$ cat src/rtl/serial_shift_rotate_unit.sv
// serial_shift_rotate_unit: iterative shift/rotate unit, one bit per clock.
// SHL/SHR/ROL/ROR/SRA with valid/ready on both request and result sides.
//
// Ports:
//   clk, rst_n            clock, async active-low reset
//   in_valid/in_ready     request handshake
//   in_operand/in_shamt   value and bit count (sampled on accept)
//   in_mode               0 SHL,1 SHR,2 ROL,3 ROR,4 SRA; 5-7 illegal
//   out_valid/out_ready   result handshake
//   out_result/out_error  result value, illegal-mode flag
//   busy                  high whenever not IDLE
module serial_shift_rotate_unit #(
  parameter int WIDTH       = 32,
  parameter int SHAMT_WIDTH = $clog2(WIDTH)
) (
  input  logic                   clk,
  input  logic                   rst_n,
  input  logic                   in_valid,
  output logic                   in_ready,
  input  logic [WIDTH-1:0]       in_operand,
  input  logic [SHAMT_WIDTH-1:0] in_shamt,
  input  logic [2:0]             in_mode,
  output logic                   out_valid,
  input  logic                   out_ready,
  output logic [WIDTH-1:0]       out_result,
  output logic                   out_error,
  output logic                   busy
);

  localparam int CW = $clog2(WIDTH + 1);
  localparam int XW = SHAMT_WIDTH + 1;
  localparam logic [XW-1:0] WX = XW'(WIDTH);

  localparam logic [2:0] M_SHL = 3'd0;
  localparam logic [2:0] M_SHR = 3'd1;
  localparam logic [2:0] M_ROL = 3'd2;
  localparam logic [2:0] M_ROR = 3'd3;
  localparam logic [2:0] M_SRA = 3'd4;

  typedef enum logic [1:0] {
    IDLE  = 2'd0,
    SHIFT = 2'd1,
    DONE  = 2'd2
  } state_t;

  state_t           state_q;
  logic [CW-1:0]    cnt_q;
  logic [WIDTH-1:0] res_q;
  logic [2:0]       mode_q;
  logic             err_q;
  logic             out_valid_q;
  logic             in_ready_q;
  logic             busy_q;

  logic             legal_d;
  logic             rot_d;
  logic [XW-1:0]    sh_x;
  logic [XW-1:0]    eff_x;
  logic [CW-1:0]    cnt_d;

  function automatic logic [WIDTH-1:0] step(
    input logic [WIDTH-1:0] r,
    input logic [2:0]       m
  );
    logic [WIDTH-1:0] s;
    s = r;
    unique case (1'b1)
      (m == M_SHL): s = {r[WIDTH-2:0], 1'b0};
      (m == M_SHR): s = {1'b0, r[WIDTH-1:1]};
      (m == M_ROL): s = {r[WIDTH-2:0], r[WIDTH-1]};
      (m == M_ROR): s = {r[0], r[WIDTH-1:1]};
      (m == M_SRA): s = {r[WIDTH-1], r[WIDTH-1:1]};
      default:      s = r;
    endcase
    return s;
  endfunction

  // Out-of-range amounts: rotates wrap, shifts saturate at WIDTH steps.
  always_comb begin
    legal_d = (in_mode <= M_SRA);
    rot_d   = (in_mode == M_ROL) || (in_mode == M_ROR);
    sh_x    = {1'b0, in_shamt};
    eff_x   = sh_x;
    if (sh_x >= WX) begin
      eff_x = rot_d ? (sh_x - WX) : WX;
    end
    cnt_d = CW'(eff_x);
  end

  always_ff @(posedge clk or negedge rst_n) begin
    if (!rst_n) begin
      state_q     <= IDLE;
      cnt_q       <= '0;
      res_q       <= '0;
      mode_q      <= '0;
      err_q       <= 1'b0;
      out_valid_q <= 1'b0;
      in_ready_q  <= 1'b1;
      busy_q      <= 1'b0;
    end else begin
      unique case (state_q)
        IDLE: begin
          if (in_valid) begin
            res_q      <= in_operand;
            mode_q     <= in_mode;
            err_q      <= !legal_d;
            in_ready_q <= 1'b0;
            busy_q     <= 1'b1;
            if (!legal_d || cnt_d == '0) begin
              state_q     <= DONE;
              out_valid_q <= 1'b1;
            end else begin
              state_q <= SHIFT;
              cnt_q   <= cnt_d;
            end
          end
        end
        SHIFT: begin
          res_q <= step(res_q, mode_q);
          cnt_q <= cnt_q - CW'(1);
          if (cnt_q == CW'(1)) begin
            state_q     <= DONE;
            out_valid_q <= 1'b1;
          end
        end
        DONE: begin
          if (out_ready) begin
            state_q     <= IDLE;
            out_valid_q <= 1'b0;
            err_q       <= 1'b0;
            in_ready_q  <= 1'b1;
            busy_q      <= 1'b0;
          end
        end
        default: begin
          state_q     <= IDLE;
          out_valid_q <= 1'b0;
          in_ready_q  <= 1'b1;
          busy_q      <= 1'b0;
        end
      endcase
    end
  end

  assign in_ready   = in_ready_q;
  assign out_valid  = out_valid_q;
  assign out_result = res_q;
  assign out_error  = err_q;
  assign busy       = busy_q;

endmodule

$ cat config.mk
export PLATFORM = sky130hd
export DESIGN_NAME = serial_shift_rotate_unit
export DESIGN_NICKNAME = d
export VERILOG_FILES = /design/src/rtl/serial_shift_rotate_unit.sv
export SDC_FILE = /design/constraint.sdc
export NUM_CORES = 1
export LEC_CHECK = 0
export ABC_AREA = 1
export CAP_MARGIN = 30
export CORE_AREA = 2 2 74 94
export DETAILED_ROUTE_END_ITERATION = 10
export DIE_AREA = 0 0 76 96
export PLACE_DENSITY_LB_ADDON = 0.15
export SLEW_MARGIN = 5
export SYNTH_ARGS = -nofsm -noshare
export SYNTH_HDL_FRONTEND = slang
export SYNTH_SLANG_ARGS = --single-unit
$ cat constraint.sdc
create_clock -name clk -period 4.46 [get_ports clk]
set_clock_uncertainty 0.2 [all_clocks]
set_input_delay 1.115 -clock clk [delete_from_list [all_inputs] [get_ports clk]]
set_output_delay 1.115 -clock clk [all_outputs]
set_load 0.05 [all_outputs]
Word level (Yosys, flattened, before mapping):

Cells that the tools add are included.

* bits in latches: 0
* register bits: 47
* output and inout port bits: 36
* bits of input ports: 44
* RAM bits: 0
* memories kept: 0
* bits in read-only memories: 0
* logic and storage cells: 65

* equality and inequality tests: 15
* muxes and demuxes: 23
* divide/modulo/power cells: 0
* multiply operators: 0
* add/sub/neg operators: 1
* $lt $le $gt $ge: 1
* bitwise logic cells: 1
* reduce and logical (&&, ||, !) cells: 15
* shifts and indexed selects: 0

Operators by type and width (number)
* one-hot mux 32 bit (5 select lines): 1
* one-hot mux 32 bit (2 select lines): 1
* 2-to-1 mux 32 bit: 1
* AND reduction 3 bit: 5
* 2-to-1 mux 6 bit: 2
* != test 2 bit, second input constant: 6
* one-hot mux 6 bit (2 select lines): 1
* one-hot mux 1 bit (3 select lines): 3
* 2-to-1 mux 1 bit: 8
* 2-to-1 mux 2 bit: 4
* AND reduction 4 bit: 2
* == test 3 x 2 -> 1 bit, second input constant: 2
* == test 6 x 1 -> 1 bit, second input constant: 1
* logical NOT 6 bit: 1
* != test 6 bit, second input constant: 1
* one-hot mux 2 bit (3 select lines): 1
* subtractor 6 x 1 -> 6 bit, second input constant: 1
* != test 5 bit, second input constant: 1
* nonzero test 2 bit: 2
* == test 3 x 1 -> 1 bit, second input constant: 1
* == test 3 bit, second input constant: 1
* <= comparator 3 bit, second input constant: 1
* logical NOT 3 bit: 1
* == test 2 x 1 -> 1 bit, second input constant: 1
* other kinds (7): 7

Longest topological paths before layout:

Gate-level depths: netlist of the first run.

* word-level depth: 6
* mapped depth: 8
* mapped depth without buffers: 8

Least setup slack after synthesis of the first run:

No wires, ideal clock.

* path type: input-to-reg
* start: input in_mode[0]
* end: register cnt_q[4]
* setup time: 0.116 ns
* required time: 4.144 ns
* path slack: 2.417 ns
* path buffers: 0
* arrival time: 1.726 ns
* stages on the path: 6
* cell sequence: o21ai_0 nand2_1 nand2_1 nand2_1 nand2_1 nand2_1

* cells in the longest elaborated chain, start to end: 5

RTL lines
* start, declared: line 22 `input logic [2:0] in_mode,`
* <= comparator 3 bit: line 80 `legal_d = (in_mode <= M_SRA);`
* logical NOT 1 bit: line 109 `if (!legal_d || cnt_d == '0) begin`
* logical OR 1 bit: line 109
* != test 2 bit (no source line)
* AND reduction 3 bit (no source line)
* end signal, assigned: line 114 `cnt_q <= cnt_d;`
* end signal, assigned: line 120 `cnt_q <= cnt_q - CW'(1);`
* end, declared: line 47 `logic [CW-1:0] cnt_q;`

No other way between the ends.
A chain may end at the register's enable or synchronous reset.

Worst setup path after layout of the first run:

* start: input in_valid
* end: register res_q[4] (netlist: out_result[4])

* cells in the longest elaborated chain, start to end: 2

RTL lines
* start, declared: line 18 `input logic in_valid,`
* != test 2 bit (no source line)
* AND reduction 3 bit (no source line)
* end signal, assigned: line 104 `res_q <= in_operand;`
* end signal, assigned: line 119 `res_q <= step(res_q, mode_q);`
* end, declared: line 48 `logic [WIDTH-1:0] res_q;`

No other way between the ends.

==> key figures, run 1 <==
Clock network
  • Post-CTS Setup Inserts: 0
  • CTS Sinks: 47
  • CTS Buf Count: 5
  • TritonCTS clock tree: done
  • Worst-path clk slew: 90 ps
  • H-tree lvl count: 2
  • CTS Hold Buffers Added: 0
  • Root buffer cell: clkbuf_8
  • CTS resizes: 0
  • Clk_lat worst skew: approximately 300 ps
  • Clock tree buffer depth: 2

Synth
  • Post-synth top area cell: dfrtp_1
  • Mapped Cells: 501
  • Synth cell types: 23
  • Yosys Warn Count: 0
  • Post-synthesis area per instance: 6.35 sq um
  • Prevailing post-synth register cell: dfrtp_1
  • Synth top area share: a little over a third
  • Number of synthesized flops with an enable pin: 0
  • Most common cell in the synthesized netlist: nor2_1
  • Most frequent cells after synthesis: 135 x nor2_1, 114 x nand2_1, 46 x dfrtp_1
  • Sequential-to-total area share from yosys stat: 37.0%
  • Synthesized area: between 0.003 and 0.004 sq mm
  • Post-synthesis net count: 547
  • Synth Register Bits: 47
  • Largest cells by area after synthesis: dfrtp_1 36%, nor2_1 16%, nand2_1 13%
  • Synth async-reset ratio: 100%

Power and ir drop
  • Lkg Pwr: 2.18 nW
  • Pwr per Cell Area: approximately 200 mW/mm^2
  • Maximum vdd drop: around 110 uV

Route
  • Routed Antenna Nets: 0
  • Via Count: 3384
  • 1st-iter DRT viols: 203
  • Via density: approximately 5.2
  • Final WL: between 8000 and 9000 um
  • Iteration count of the initial detailed-routing pass: 4
  • WL/cell: between 10 and 15 um
  • DRC: 0

Placement
  • Placed Cells: 640
  • Pre-CTS WS: between 1000 and 1500 ps
  • GP Congestion: 0.886
  • Hpwl dp: 5690 um
  • IO Port Bufs: 79

Setup path
  • CP Max Fanout: 32
  • Kind of critical path: primary input to flip-flop
  • Worst Setup End Kind: flip-flop
  • Startpoint Class: primary input
  • Setup crit end: out_result[4]$_DFFE_PN0P_
  • Reg2reg start: state_q[1]$_DFFE_PN0P_
  • Flop2flop setup slack: 1890 ps
  • Worst r2r dst: out_result[18]$_DFFE_PN0P_
  • CP required: about 4500 ps
  • Reg2reg path depth: 7
  • Critical Path Source: in_valid
  • Crit path DAT: 3100 ps

Finish
  • Antenna diodes: 0
  • Share of cells above drive strength 1: between 4 and 5%
  • Final Net Count: 606
  • Layout fillers: 635
  • Non-filler cells, final: 648
  • Area Overhead vs Synth: 28.7%

Floorplan
  • Full die area: 0.00730 sq mm
  • Initial core utilization: 49.7%
  • IO Pins: 80
  • FP Rows: 33
  • Die Ht: 96 um
  • Placeable Area: 0.00640 sq mm
  • Die Wd: roughly 76 um

STA
  • TNS Setup: 0 ps
  • Max_slew headroom: 32.5%
  • Count of final hold-check violations: 0
  • Max-slew violations: 0
  • Max Clock Freq: 327 MHz
  • Worst-Margin Slew: just over 1000 ps
  • Unrepaired setup endpoints after global routing: no
  • Min Tclk post-route: 3060 ps
  • Setup Viol. Count Final: 0
  • Period utilization: between 60 and 70%
  • Setup slack after layout: 1400 ps

Global route
  • Initial antenna violation count: 0
  • Global route overflow: 0
  • Vias in the first global route: ~3100
  • Global-route wire length before repair: roughly 14000 um
  • Pin count of the biggest net entering global routing: 43
  • Overall Global Routing Usage: 23.2%

Flow run
  • Max_cap viols: 0

Run status
  • Status: finished, final reports clean

Hold path
  • Worst Hold Class: flip-flop to flip-flop
metrics by stage:
step	cell area (sq um)	total power (W)	hold WS (ps)	utilization, %
floorplan	3180	0.000436	249	-
global placement	3920	0.000484	266	61.2
detailed placement	3980	0.000486	269	62.2
CTS	4100	0.000809	300	64.0
global route	4100	0.000831	312	64.0
finish	4100	0.000805	290	64.0
state kept, by name, summed over array words and instances (netlist names):
signal and flops:
busy 1, cnt_q 6, in_ready 1, mode_q 3
out_error 1, out_result 32, out_valid 1, state_q 2
placed cells by master, fill, tap and decap left out, types with 2 or more instances in the layout:
| cell type | n |
|---|---|
| a21oi_1 | 33 |
| buf_12 | 3 |
| buf_4 | 2 |
| clkbuf_8 | 6 |
| clkdlybuf4s50_1 | 78 |
| dfrtp_1 | 46 |
| ha_1 | 2 |
| inv_1 | 40 |
| inv_2 | 3 |
| nand2_1 | 112 |
| nand2_2 | 4 |
| nand3_1 | 45 |
| nand3b_1 | 2 |
| nand4_1 | 33 |
| nor2_1 | 135 |
| o21ai_0 | 8 |
per-layer routing:
metal	vias up	routed length, um	track usage (%)
li1	1714	-	-
met1	1552	3620	27.9
met2	110	4230	43.6
met3	8	458	3.38
met4	0	85	6.67
met5	-	0	0
power breakdown:
group | total (W) | switching, W | internal [W]
clock | 0.000328 | 0.000146 | 0.000182
sequential | 0.000426 | 0 | 0.000426
combinational | 0.0000516 | 0.0000168 | 0.0000349
total | 0.000805 | 0.000163 | 0.000642
worst min-delay path by stage:
stage / endpoint / from / slack [ps] / cells after the start
floorplan: cnt_q[1]$_DFFE_PN0P_ / cnt_q[1]$_DFFE_PN0P_ / 250 / 2
global placement: cnt_q[1]$_DFFE_PN0P_ / cnt_q[1]$_DFFE_PN0P_ / 270 / 2
detailed placement: out_valid$_DFFE_PN0P_ / out_valid$_DFFE_PN0P_ / 270 / 2
CTS: cnt_q[1]$_DFFE_PN0P_ / cnt_q[1]$_DFFE_PN0P_ / 300 / 2
global route: cnt_q[1]$_DFFE_PN0P_ / cnt_q[1]$_DFFE_PN0P_ / 310 / 2
finish: cnt_q[1]$_DFFE_PN0P_ / cnt_q[1]$_DFFE_PN0P_ / 290 / 2
worst max-delay path: stages:
cell and delay [ps]:
clkdlybuf4s50_1 500, inv_1 70, nand2_2 480, nand3_1 240, inv_2 450, nor2_1 90, nor2_1 120
cell families (layout without fill, tap and decap cells):
| group | count (synthesis) | in the layout | synth area share, % |
|---|---|---|---|
| simple gates | 333 | 333 | 44.4 |
| buf+inv | 75 | 135 | 10.7 |
| flops | 47 | 47 | 37.0 |
| compound gates | 44 | 44 | 7.20 |
| fa+ha+maj | 2 | 2 | 0.786 |
layout make-up:
cell class,instances,area [sq um],area share (%)
clock buffers,6,82.6,2.02
flip-flops and latches,47,1180,28.7
repair buffers,84,861,21.0
clock inverters,2,35.0,0.855
multi-input cells,379,1670,40.8
well taps,87,109,2.66
inverters,43,161,3.94
Power figures use the tool's default switching activity.
==> run 2: changes to the inputs <==
--- a/config.mk
+++ b/config.mk
@@ -7,9 +7,9 @@
 export LEC_CHECK = 0
 export ABC_AREA = 1
 export CAP_MARGIN = 30
-export CORE_AREA = 2 2 74 94
+export CORE_AREA = 2 2 79 100
 export DETAILED_ROUTE_END_ITERATION = 10
-export DIE_AREA = 0 0 76 96
+export DIE_AREA = 0 0 81 102
 export PLACE_DENSITY_LB_ADDON = 0.15
 export SLEW_MARGIN = 5
 export SYNTH_ARGS = -nofsm -noshare
==> constraint.sdc (replaced) <==
create_clock -name clk -period 2.77 [get_ports clk]
set_clock_uncertainty 0.2 [all_clocks]
set_input_delay 0.6925 -clock clk [delete_from_list [all_inputs] [get_ports clk]]
set_output_delay 0.6925 -clock clk [all_outputs]
set_load 0.05 [all_outputs]
==> run 2 against run 1 <==
- sequential share of layout area is essentially flat
- final cell count grew 1.7%
- core utilization shrank 7.6 points
- die area grew 13%
- clock-buffer cell count shrank 1
- critical path depth shrank 6
- sequential power grew 61%
- flip-flop and latch count is the same
- register-to-register slack lost 1300 ps
- critical endpoint is now in_ready
- largest cell class unchanged
==> key figures, run 2 (synthesized netlist as in run 1, its figures left out) <==
Global route
  • Global-route wire length before repair: 14000 um (-0.83%)
  • Pin count of the biggest net entering global routing: 42 (-2.3%)
  • Global route overflow: 0 (unchanged)
  • Overall Global Routing Usage: 21.1% (-2.1 points)
  • Vias in the first global route: 3073 (-1.7%)
  • Initial antenna violation count: 0 (unchanged)

Setup path
  • CP Max Fanout: 2 (-94%)
  • CP max-delay cell: clkdlybuf4s50_1
  • Kind of critical path: flip-flop to output port
  • Worst-path cell chain: clkdlybuf4s50_1
  • Startpoint Class: flip-flop
  • Worst Setup End Kind: output port
  • CP top delay family: buffers and inverters
  • Max incr delay on CP: 800 ps (+300 ps)
  • Buf/Inv on CP: 1 (-2)
  • Crit path DAT: 1640 ps (-1460 ps)
  • CP required: 1880 ps (-2620 ps)

Clock network
  • CTS Hold Buffers Added: 0 (unchanged)
  • TritonCTS clock tree: done
  • Clock tree buffer depth: 2 (unchanged)
  • CTS Sinks: 47 (unchanged)
  • Post-CTS Setup Inserts: 0 (unchanged)
  • Worst-path clk slew: 90 ps (about the same)
  • Root buffer cell: clkbuf_8
  • Clk_lat worst skew: 300 ps (about the same)
  • H-tree lvl count: 2 (unchanged)
  • CTS Buf Count: 5 (unchanged)
  • CTS resizes: 0 (unchanged)

Floorplan
  • Placeable Area: 0.00727 sq mm (+14%)
  • Full die area: 0.00826 sq mm (+13%)
  • Die Ht: 102 um (+6.3%)
  • FP Rows: 35 (+6.1%)
  • Initial core utilization: 43.8% (-5.9 points)
  • Die Wd: 81 um (+6.6%)
  • IO Pins: 80 (unchanged)

Finish
  • Share of cells above drive strength 1: 5.47% (+1.0 points)
  • Commonest cells after routing, fill and taps aside: 135 x nor2_1, 112 x nand2_1, 78 x clkdlybuf4s50_1
  • Most common cell after layout, fill and taps aside: nor2_1
  • Area Overhead vs Synth: 28.9%
  • Number of flip-flops under the largest register name: 32 (unchanged)
  • Antenna diodes: 0 (unchanged)
  • Layout fillers: 753 (+19%)
  • Final Net Count: 612 (+0.99%)

Route
  • Via Count: 3404 (+0.59%)
  • Iteration count of the initial detailed-routing pass: 4 (unchanged)
  • Final WL: 8500 um (+1.3%)
  • Routed Antenna Nets: 0 (unchanged)
  • DRC: 0 (unchanged)
  • 1st-iter DRT viols: 224 (+10%)
  • WL/cell: 12.9 um (-0.40%)
  • Via density: 5.17 (-1.1%)

Power and ir drop
  • Part of the power in registers: 58.1% (+5.2 points)
  • Clock network fraction of total power: 34.8% (-5.9 points)
  • Internal: 0.000914 W (+42%)
  • Switching share of power: 22.5% (+2.3 points)
  • Maximum vdd drop: 258 uV (+120%)
  • Comb power frac: 7.0% (+0.6 points)
  • Total Power: 0.00118 W (+46%)
  • Pwr per Cell Area: 287 mW/mm^2 (+46%)
  • Lkg Pwr: 2.20 nW (+0.58%)
  • Switching Power: 0.000265 W (+63%)

STA
  • Count of final hold-check violations: 0 (unchanged)
  • Worst-Margin Slew: 731 ps (-278 ps)
  • Max Clock Freq: 395 MHz
  • TNS Setup: 0 ps (unchanged)
  • Period utilization: 91.3%
  • Max-slew violations: 0 (unchanged)
  • Unrepaired setup endpoints after global routing: no
  • Setup Viol. Count Final: 0 (unchanged)
  • Max_slew headroom: 51.1% (+19 points)
  • Min Tclk post-route: 2530 ps

Run status
  • Status: finished, final reports clean

Hold path
  • Worst Hold Class: primary input to asynchronous set/reset pin

Placement
  • IO Port Bufs: 79 (unchanged)
  • GP Congestion: 0.847 (-4.5%)
  • Hpwl dp: 5800 um (+2.0%)

Flow run
  • Max_cap viols: 0 (unchanged)
run 2: cell count changes in the layout (fill, tap and decap cells not counted):
cell	change
buf_4	+7
clkinv_2	+2
buf_12	-1
bufinv_16	-1
clkbuf_8	-1
run 2: area by class of cell:
class	instances	area, sq um	area share, %
Clock buffer	5	68.8	1.68
Clock inverter	3	15.0	0.366
Inverter	43	161	3.94
Multi-Input combinational cell	379	1670	40.7
Sequential cell	47	1180	28.7
Tap cell	92	115	2.81
Timing Repair Buffer	90	893	21.8
run 2: per-stage QoR:
stage	utilization [%]	cells	cell area, sq um	worst slack, ps	hold slack (ps)
global route	56.4	659	4100	205	238
floorplan	-	501	3180	1150	197
detailed placement	55.3	651	4020	347	268
finish	56.4	659	4100	240	200
global placement	55.3	651	4020	402	263
CTS	56.4	659	4100	222	218
run 2: power groups by stage:
stage	sequential [W]	combinational [W]	clock (W)
after floorplan	0.000699	0.00000334	0
after global placement	0.000699	0.0000840	0
after detailed placement	0.000699	0.0000844	0
after CTS	0.000686	0.0000850	0.000426
after global routing	0.000686	0.0000904	0.000445
final	0.000685	0.0000830	0.000411
run 2: metal layers:
metal,track usage (%),vias up,part of all wire (%)
met5,0,-,0
met4,6.26,0,1.8
li1,-,1725,-
met1,27.8,1571,44
met3,3.00,11,4.8
met2,36.0,97,50
run 2: worst paths after layout:
path	start	endpoint	slack, ps	cells after the start
hold / removal	rst_n	out_result[26]$_DFFE_PN0P_	200	1
hold reg to reg	cnt_q[1]$_DFFE_PN0P_	cnt_q[1]$_DFFE_PN0P_	280	2
setup / recovery	in_ready$_DFFE_PN1P_	in_ready	240	1
setup reg to reg	state_q[1]$_DFFE_PN0P_	out_result[15]$_DFFE_PN0P_	640	7
max in group asynchronous	rst_n	in_ready$_DFFE_PN1P_	1500	2
min in group clk	cnt_q[1]$_DFFE_PN0P_	cnt_q[1]$_DFFE_PN0P_	280	2
==> run 3: changes to the inputs <==
--- a/config.mk
+++ b/config.mk
@@ -6,10 +6,13 @@
 export NUM_CORES = 1
 export LEC_CHECK = 0
 export ABC_AREA = 1
+export ABC_CLOCK_PERIOD_IN_PS = 2770
 export CAP_MARGIN = 30
-export CORE_AREA = 2 2 79 100
+export CORE_AREA = 2 2 74 94
+export CTS_CLUSTER_DIAMETER = 100
 export DETAILED_ROUTE_END_ITERATION = 10
-export DIE_AREA = 0 0 81 102
+export DIE_AREA = 0 0 76 96
+export DONT_BUFFER_PORTS = 1
 export PLACE_DENSITY_LB_ADDON = 0.15
 export SLEW_MARGIN = 5
 export SYNTH_ARGS = -nofsm -noshare
==> run 3 against run 2 <==
- worst hold slack got worse by 180 ps
- global-route usage rose by 2.0 points
- sequential power about the same
- register-to-register slack barely moved
- power fell by 5.2%
- routed wire length is 4.5% lower
- design area shrank 20%
- via count fell by 11%
- final cell count shrank 13%
- critical endpoint is now out_result[1]$_DFFE_PN0P_
==> key figures, run 3 (synthesized netlist as in run 1, its figures left out) <==
Run status
  • Status: finished, final reports clean

Finish
  • Layout fillers: 656 (-13%)
  • Commonest cells after routing, fill and taps aside: 135 x nor2_1, 112 x nand2_1, 46 x dfrtp_1
  • Non-filler cells, final: 573 (-13%)
  • Final Cell Area: 0.00330 sq mm (-20%)
  • Area Overhead vs Synth: 3.70%
  • Final Net Count: 531 (-13%)
  • Register area: 0.00118 sq mm (unchanged)
  • Antenna diodes: 0 (unchanged)
  • Number of flip-flops under the largest register name: 32 (unchanged)
  • Most common cell after layout, fill and taps aside: nor2_1
  • Multi-input gate area: 0.00167 sq mm (unchanged)
  • Share of cells above drive strength 1: 5.35% (-0.12 points)

Floorplan
  • FP Rows: 33 (-5.7%)
  • IO Pins: 80 (unchanged)
  • Die Wd: 76 um (-6.2%)
  • Placeable Area: 0.00640 sq mm (-12%)
  • Die Ht: 96 um (-5.9%)
  • Full die area: 0.00730 sq mm (-12%)
  • Initial core utilization: 49.7% (+5.9 points)

Global route
  • Vias in the first global route: 2763 (-10%)
  • Overall Global Routing Usage: 23.2% (+2.0 points)
  • Pin count of the biggest net entering global routing: 63 (+50%)
  • Global route overflow: 0 (unchanged)
  • Initial antenna violation count: 0 (unchanged)
  • Global-route wire length before repair: 13600 um (-2.7%)

STA
  • TNS Setup: 0 ps (unchanged)
  • Min Tclk post-route: 2130 ps (-396 ps)
  • Unrepaired setup endpoints after global routing: no
  • Max Clock Freq: 469 MHz (+19%)
  • Max-slew violations: 0 (unchanged)
  • Count of final hold-check violations: 0 (unchanged)
  • Max_slew headroom: 60.4% (+9.4 points)
  • Setup Viol. Count Final: 0 (unchanged)
  • Setup slack after layout: 637 ps (+396 ps)
  • Period utilization: 77.0% (-14 points)
  • Worst-Margin Slew: 593 ps (-138 ps)

Placement
  • Hpwl dp: 5290 um (-8.8%)
  • Pre-CTS WS: 670 ps (+323 ps)
  • GP Congestion: 0.854 (+0.81%)
  • IO Port Bufs: 0 (-100%)
  • Placed Cells: 564 (-13%)
  • Post-DP Area: 0.00319 sq mm (-21%)

Setup path
  • Worst-path cell chain: inv_2 -> buf_4 -> nand3_1 -> inv_2 -> nor2_1 -> nor2_1
  • Worst Setup End Kind: flip-flop
  • CP Max Fanout: 30 (+28)
  • Startpoint Class: flip-flop
  • Crit path DAT: 2170 ps (+530 ps)
  • CP required: 2800 ps (+920 ps)
  • CP max-delay cell: dfrtp_1
  • Kind of critical path: flip-flop to flip-flop
  • Max incr delay on CP: 470 ps (-330 ps)

Route
  • Via Count: 3038 (-11%)
  • Final WL: 8130 um (-4.5%)
  • DRC: 0 (unchanged)
  • 1st-iter DRT viols: 151 (-33%)
  • Iteration count of the initial detailed-routing pass: 4 (unchanged)
  • WL/cell: 14.2 um (+9.9%)
  • Via density: 5.30 (+2.6%)
  • Routed Antenna Nets: 0 (unchanged)

Clock network
  • H-tree lvl count: 2 (unchanged)
  • Root buffer cell: clkbuf_8
  • CTS Buf Count: 5 (unchanged)
  • Clk_lat worst skew: 300 ps (about the same)
  • CTS resizes: 0 (unchanged)
  • Clock tree buffer depth: 2 (unchanged)
  • CTS Sinks: 47 (unchanged)
  • TritonCTS clock tree: done
  • Worst-path clk slew: 90 ps (about the same)

Power and ir drop
  • Lkg Pwr: 1.89 nW (-14%)
  • Total Power: 0.00112 W (-5.2%)
  • Pwr per Cell Area: 339 mW/mm^2 (+18%)
  • Maximum vdd drop: 237 uV (-7.8%)

Flow run
  • Max_cap viols: 0 (unchanged)

Hold path
  • Worst Hold Class: primary input to asynchronous set/reset pin
[run 3: cell types whose count changed in the layout (fill, tap and decap cells not counted), sizes merged]
cell / delta
clkbuf: +2
buf: -3
clkinv: -2
clkdlybuf4s50: -78
[run 3: through the flow]
stage / util (%) / hold WS (ps)
6_report: 51.6 / 16.5
5_1_grt: 51.6 / 4.08
4_1_cts: 51.6 / 16.3
3_5_place_dp: 49.9 / 198
3_3_place_gp: 49.9 / 198
2_1_floorplan: - / 197
[run 3: final timing paths]
| check | to | slack, ps | depth (start not counted) | from |
|---|---|---|---|---|
| worst min-delay path | out_result[13]$_DFFE_PN0P_ | 20 | 1 | rst_n |
| max in group asynchronous | out_result[17]$_DFFE_PN0P_ | 2110 | 1 | rst_n |
| worst max-delay path | out_result[1]$_DFFE_PN0P_ | 640 | 6 | state_q[1]$_DFFE_PN0P_ |
| worst min register to register | cnt_q[1]$_DFFE_PN0P_ | 290 | 2 | cnt_q[1]$_DFFE_PN0P_ |
| min in group clk | cnt_q[1]$_DFFE_PN0P_ | 290 | 2 | cnt_q[1]$_DFFE_PN0P_ |
| worst max register to register | out_result[1]$_DFFE_PN0P_ | 640 | 6 | state_q[1]$_DFFE_PN0P_ |
[run 3: final cells by class]
cell class,count,share of cell area [%]
multi-input cells,379,50.6
well taps,87,3.30
repair buffers,9,3.03
inverters,43,4.89
clock buffers,7,2.31
flip-flops and latches,47,35.7
clock inverters,1,0.152
[run 3: routing by layer]
metal	GRT usage [%]	part of all wire [%]
met5	0	0
met3	6.00	6.3
met2	39.4	49
met4	5.30	0.90
met1	30.0	44
[run 3: where the power goes]
part           switching, W  leakage (nW)  internal (W)
clock              0.000234        0.0422      0.000178
sequential                0         0.623      0.000685
combinational     0.0000154          1.22    0.00000571
total              0.000249          1.89      0.000869
[run 3: worst max-delay path, delay by kind of cell, from the launching register on]
kind,cells,cell delay (ps)
buffers and inverters,3,990
flip-flops,1,470
AND/OR/NAND/NOR,3,390
[run 3: repair_timing]
item,CTS,global route
buffers inserted,0,0
hold buffers,1,0
hold endpoints to repair,46,0
